## config.mk

```make
export PLATFORM = sky130hd
export DESIGN_NAME = mem_responder
export DESIGN_NICKNAME = d
export VERILOG_FILES = /design/src/rtl/mem_pkg.sv /design/src/rtl/mem_byte_lane.sv /design/src/rtl/mem_responder.sv
export SDC_FILE = /design/constraint.sdc
export NUM_CORES = 2
export LEC_CHECK = 0
export BUFFER_PORTS_ARGS = -buffer_cell sky130_fd_sc_hd__buf_4
export CELL_PAD_IN_SITES_DETAIL_PLACEMENT = 1
export CELL_PAD_IN_SITES_GLOBAL_PLACEMENT = 2
export CORE_MARGIN = 3
export CORE_UTILIZATION = 43
export DETAILED_ROUTE_END_ITERATION = 8
export HOLD_SLACK_MARGIN = 0.1
export PLACE_DENSITY_LB_ADDON = 0.08
export REMOVE_ABC_BUFFERS = 1
export SYNTH_ARGS = -nofsm -noshare
export SYNTH_HDL_FRONTEND = slang
export SYNTH_SLANG_ARGS = --single-unit
```

## constraint.sdc

```tcl
create_clock -name clk -period 8.36 [get_ports clk]
set_clock_uncertainty 0.15 [all_clocks]
set_input_delay 1.254 -clock clk [delete_from_list [all_inputs] [get_ports clk]]
set_output_delay 1.254 -clock clk [all_outputs]
set_load 0.02 [all_outputs]
```

## src/rtl/mem_pkg.sv

```systemverilog
// Shared types and constants for the data-memory responder and its byte-lane helper.
package mem_pkg;

   typedef enum logic [1:0] {
      IDLE = 2'd0,
      WAIT = 2'd1,
      RESP = 2'd2
   } mem_state_e;

   localparam logic SIZE_BYTE = 1'b0;
   localparam logic SIZE_WORD = 1'b1;

   localparam logic [31:0] INIT_WORD0_DEFAULT = 32'h0000_0004;

   typedef struct packed {
      logic        write;
      logic        size;
      logic [31:0] addr;
      logic [31:0] wdata;
   } mem_req_t;

endpackage

```

## src/rtl/mem_byte_lane.sv

```systemverilog
// Byte-lane helper: extracts a sign-extended byte (or passes a word) on loads,
// and merges store data into the stored word on writes.
module mem_byte_lane
   import mem_pkg::*;
(
   input  logic [31:0] word,
   input  logic [1:0]  lane,
   input  logic        size,
   input  logic [31:0] wdata,
   output logic [31:0] load_data,
   output logic [31:0] store_word
);

   logic [7:0] lane_byte;

   // Little-endian lane select and byte-merge; word accesses bypass the lanes.
   always_comb begin
      lane_byte  = word[7:0];
      store_word = word;
      case (lane)
         2'd0: begin
            lane_byte        = word[7:0];
            store_word[7:0]  = wdata[7:0];
         end
         2'd1: begin
            lane_byte        = word[15:8];
            store_word[15:8] = wdata[7:0];
         end
         2'd2: begin
            lane_byte         = word[23:16];
            store_word[23:16] = wdata[7:0];
         end
         default: begin
            lane_byte         = word[31:24];
            store_word[31:24] = wdata[7:0];
         end
      endcase

      if (size == SIZE_WORD) begin
         load_data  = word;
         store_word = wdata;
      end else begin
         load_data = {{24{lane_byte[7]}}, lane_byte};
      end
   end

endmodule

```

## src/rtl/mem_responder.sv

```systemverilog
// Data-memory responder: valid/ready request/response handshake in front of a
// byte-addressed word RAM, with a fixed number of wait states per access.
module mem_responder
   import mem_pkg::*;
#(
   parameter int unsigned DEPTH_WORDS = 32,
   parameter int unsigned LATENCY     = 2,
   parameter logic [31:0] INIT_WORD0  = INIT_WORD0_DEFAULT
) (
   input  logic        clk,
   input  logic        reset_n,
   input  logic        req_valid,
   output logic        req_ready,
   input  logic        req_write,
   input  logic        req_size,
   input  logic [31:0] req_addr,
   input  logic [31:0] req_wdata,
   output logic        rsp_valid,
   input  logic        rsp_ready,
   output logic [31:0] rsp_rdata,
   output logic        rsp_err
);

   localparam int unsigned AW         = (DEPTH_WORDS > 1) ? $clog2(DEPTH_WORDS) : 1;
   localparam logic [31:0] BYTE_LIMIT = 32'(4 * DEPTH_WORDS);
   localparam logic [3:0]  LAT_LOAD   = (LATENCY > 0) ? 4'(LATENCY - 1) : 4'd0;

   mem_state_e    state, state_next;
   logic [3:0]    wait_cnt;
   mem_req_t      req_q, acc_req;
   logic [31:0]   ram [DEPTH_WORDS];
   logic [31:0]   rsp_rdata_q;
   logic          rsp_err_q;

   logic          accept;
   logic          enter_resp;
   logic          in_range;
   logic          misaligned;
   logic          acc_err;
   logic [AW-1:0] word_idx;
   logic [31:0]   cur_word;
   logic [31:0]   load_data;
   logic [31:0]   store_word;

   assign rsp_rdata = rsp_rdata_q;
   assign rsp_err   = rsp_err_q;

   // Next-state and handshake decode; req_ready depends on the state register alone.
   always_comb begin
      state_next = state;
      req_ready  = 1'b0;
      rsp_valid  = 1'b0;
      accept     = 1'b0;
      case (state)
         IDLE: begin
            req_ready = 1'b1;
            if (req_valid) begin
               accept     = 1'b1;
               state_next = (LATENCY == 0) ? RESP : WAIT;
            end
         end
         WAIT: begin
            if (wait_cnt == 4'd0) begin
               state_next = RESP;
            end
         end
         RESP: begin
            rsp_valid = 1'b1;
            if (rsp_ready) begin
               state_next = IDLE;
            end
         end
         default: state_next = IDLE;
      endcase
      enter_resp = (state != RESP) && (state_next == RESP);
   end

   // With zero wait states the access edge is also the acceptance edge, so the
   // live request is used directly instead of the not-yet-latched copy.
   always_comb begin
      acc_req = req_q;
      if (state == IDLE) begin
         acc_req = '{write: req_write, size: req_size, addr: req_addr, wdata: req_wdata};
      end
      in_range   = acc_req.addr < BYTE_LIMIT;
      misaligned = (acc_req.size == SIZE_WORD) && (acc_req.addr[1:0] != 2'b00);
      acc_err    = !in_range || misaligned;
      word_idx   = acc_req.addr[AW+1:2];
      cur_word   = in_range ? ram[word_idx] : 32'd0;
   end

   mem_byte_lane u_lane (
      .word       (cur_word),
      .lane       (acc_req.addr[1:0]),
      .size       (acc_req.size),
      .wdata      (acc_req.wdata),
      .load_data  (load_data),
      .store_word (store_word)
   );

   always_ff @(posedge clk or negedge reset_n) begin
      if (!reset_n) begin
         state    <= IDLE;
         wait_cnt <= 4'd0;
         req_q    <= '0;
      end else begin
         state <= state_next;
         if (accept) begin
            req_q    <= acc_req;
            wait_cnt <= LAT_LOAD;
         end else if ((state == WAIT) && (wait_cnt != 4'd0)) begin
            wait_cnt <= wait_cnt - 4'd1;
         end
      end
   end

   // RAM and response registers update only on the edge that enters RESP.
   always_ff @(posedge clk or negedge reset_n) begin
      if (!reset_n) begin
         rsp_rdata_q <= 32'd0;
         rsp_err_q   <= 1'b0;
         for (int i = 0; i < int'(DEPTH_WORDS); i++) begin
            ram[i] <= (i == 0) ? INIT_WORD0 : 32'd0;
         end
      end else if (enter_resp) begin
         rsp_err_q   <= acc_err;
         rsp_rdata_q <= (acc_err || acc_req.write) ? 32'd0 : load_data;
         if (!acc_err && acc_req.write) begin
            ram[word_idx] <= store_word;
         end
      end
   end

endmodule
```

==> summary.md <==
| Metric | Value |
|---|---|
| Max capacitance violation total | `0` |
| Core ar. | `0.110 mm²` |
| RSZ-0062 raised after global routing | `false` |
| Syn avg cell area | `9.32 µm²` |
| Root Buffer | `clkbuf_16` |
| CTS resizes | `0` |
| Origin of the critical flop-to-flop path | `state[1]` |
| Hold path startpoint | `req_q[43]` |
| Clk slew on worst S/H paths | `60 ps` |
| Fin nets | `5,081` |
| Post-synthesis sequential area ratio | `59.0%` |
| WP data arrival | `6250 ps` |
| Synth Instances | `5,134` |
| Worst VDD drop | `0.219 mV` |
| Hold Crit Depth | `2` |
| IO Pins | `105` |
| IO buf count | `104` |
| Vias/cell | `6.03` |
| DIE HEIGHT | `340 µm` |
| DR iter-0 viols | `3,349` |
| GP Congestion | `0.786` |
| PnR worst setup slack | `2610 ps` |
| Antenna Nets Post-Route | `0` |
| DR DRC count | `0` |
| Die W | `340 µm` |
| Worst hold path class | `flip-flop to flip-flop` |
| Synth warn | `0` |
| Worst slew pin tran | `1390 ps` |
| HPWL after DPL | `101 mm` |
| Critical path class | `flip-flop to flip-flop` |
| Seq cells post-synth | `1,129` |
| Post-synthesis async set-or-reset flop share | `100%` |
| Routed via count | `39,701` |
| Vias in the first global route | `40,442` |
| Final setup TNS | `0 ps` |
| Layout overhead on the synthesized area | `12.4%` |
| Lkg Pwr | `0.0244 µW` |
| Headroom to the max-slew limit | `6.96%` |
| Slew Limit Fails | `0` |
| H-tree depth | `4` |
| Worst EP required | `8860 ps` |
| Final Hold Vio Count | `0` |
| Startpoint Class | `flip-flop` |
| Mapped Area | `0.0479 mm²` |
| GRT Total Usage | `31.8%` |
| Post-CTS Setup Inserts | `0` |
| Register-to-Register Path Depth | `12` |
| # setup viols final | `0` |
| Layout cell share with drive strength beyond 1 | `10.1%` |
| Pwr dens | `347 mW/mm²` |
| Final Cycle Share | `68.8%` |
| DRT Pass-1 Iters | `5` |
| GRT overflow | `0` |
| Routed wire length | `184 mm` |
| CTS tree | `built` |
| Worst skew pair latency | `750 ps` |
| Post-DR wirelength/cell | `27.9 µm` |
| Reg2reg end | `rsp_rdata[16]` |
| Largest net degree at the start of global routing | `149` |
| Initial antenna violation count | `7` |
| Synth cell types | `66` |
| Clock Sinks | `1,129` |
| Post-synth top flop | `dfrtp_1` |
| Pre-CTS worst setup slack | `2550 ps` |
| Final Util | `49.1%` |
| Status | `completed` |
| Critical path fanouts, max | `42` |
| Global-route wire length before repair | `275 mm` |
| Starting Density | `43.7%` |
| Row count | `121` |
| WHS Endpoint | `req_q[43]` |
| R2R Setup Slk | `2610 ps` |
| EDFF count, synth | `0` |
| Maximum clock frequency | `174 MHz` |
| CP startpoint | `state[1]` |
| Die Area | `0.115 mm²` |
| CTS Buffer Depth | `3` |
| CP Capture Type | `flip-flop` |
| Hold Buf Count CTS | `0` |
| Crit path time final | `5750 ps` |
| CTS buffer count | `132` |
-- metal layers --
layer | vias up | wire, µm | GRT usage, %
li1 | 17766 | - | -
met3 | 290 | 11700 | 5.67
met5 | - | 13 | 0
met2 | 1215 | 82800 | 48.8
met4 | 2 | 5100 | 9.39
met1 | 20428 | 84300 | 46.0
-- synth_stat cells (6+ instances only) --
cell type / count / share of area (%)
nor3_2: 17 / 0.36
nand4_1: 38 / 0.50
and2_1: 6 / 0.078
nor2_4: 8 / 0.19
a31oi_1: 10 / 0.13
nand3_1: 57 / 0.60
inv_1: 10 / 0.078
nor3_1: 10 / 0.10
o21ai_0: 1020 / 11
buf_2: 146 / 1.5
nor2_1: 34 / 0.27
a22oi_1: 27 / 0.42
clkbuf_1: 296 / 2.3
nand2_2: 8 / 0.10
and3_1: 7 / 0.091
dfrtp_1: 1128 / 59
o22ai_1: 513 / 6.7
mux2i_1: 14 / 0.29
nand2_4: 16 / 0.38
o21ai_1: 297 / 3.1
a21oi_1: 20 / 0.21
nand2_1: 1324 / 10
buf_4: 21 / 0.33
nor4_1: 17 / 0.22
o21a_1: 9 / 0.14
-- cells by family (layout without fill, tap and decap cells) --
family | Yosys count | count (layout) | synth area share, %
XOR/XNOR | 2 | 2 | 0.0366
flip-flops | 1129 | 1129 | 59.0
buffers and inverters | 483 | 452 | 4.43
multiplexers | 18 | 18 | 0.447
other | 0 | 3 | 0
adder cells (fa/ha/maj) | 1 | 1 | 0.0261
AND/OR/NAND/NOR | 1563 | 1563 | 13.8
AO/OA/AOI/OAI | 1938 | 1938 | 22.3
-- how the worst max path moves through the flow --
stage	end	slack (ps)
after floorplan	ram[631]	1520
after global placement	rsp_rdata[16]	2580
after detailed placement	rsp_rdata[16]	2550
after CTS	rsp_rdata[16]	2760
after global routing	rsp_rdata[19]	2570
final	rsp_rdata[16]	2610
-- stage by stage --
stage | hold WS [ps] | std cells | power [µW] | instance area [µm²]
finish | 325 | 6582 | 18700 | 53800
global placement | 307 | 6352 | 12900 | 49600
global route | 343 | 6579 | 19500 | 53800
floorplan | 295 | 4662 | 9840 | 45800
CTS | 328 | 6579 | 18700 | 53800
detailed placement | 313 | 6352 | 12900 | 49600
-- worst max-delay path, cell delays in order, from the launching register on --
cell and delay, ps:
dfrtp_1 560, or2_2 620, a31oi_4 980, buf_12 350, buf_4 320, o22ai_1 110
o21ai_0 320, nand4_1 130, nor2_1 700, mux4_2 400, nand2_1 320, buf_4 420
o211ai_1 140
-- where the power goes --
group | switching [µW] | leakage (µW) | internal (µW)
clock network | 2340 | 0.00209 | 3370
logic | 5310 | 0.00668 | 1880
registers | 150 | 0.0157 | 5650
-- final cells by class --
class                      count  area (µm²)
clock inverter                29         256
antenna                        3        7.51
clock buffer                 198        3950
timing repair buffer         214        1780
tap                         1476        1850
inverter                      11        46.3
fill                       12381       55800
multi-input combinational   3522       17700
sequential                  1129       28300
-- registers in the layout (all words and copies together), names as in the netlist --
name	count
rsp_err	1
state	2
rsp_rdata	32
req_q	66
ram	1024
wait_cnt	4
-- cell usage in the layout (no fill, tap or decap), drive strengths merged, types with 2 or more instances in the layout --
master	count
a31o	6
a221oi	4
bufinv	4
a22oi	27
nor4	20
and2	6
clkbuf	198
dfrtp	1128
a211oi	5
nand2b	2
o311ai	3
nand2	1348
nand3	58
nand4	38
clkinv	22
o21ai	1317
buf	214
or2	2
o21a	9
inv	14
and3	7
o22ai	514
or3	3
nor4b	4
diode	3
a22o	4
mux2i	16
nor3	27
a21o	3
a31oi	15
o211ai	4
a311oi	4
nor2	45
a21oi	20
nor2b	2
Power figures use the tool's default switching activity.
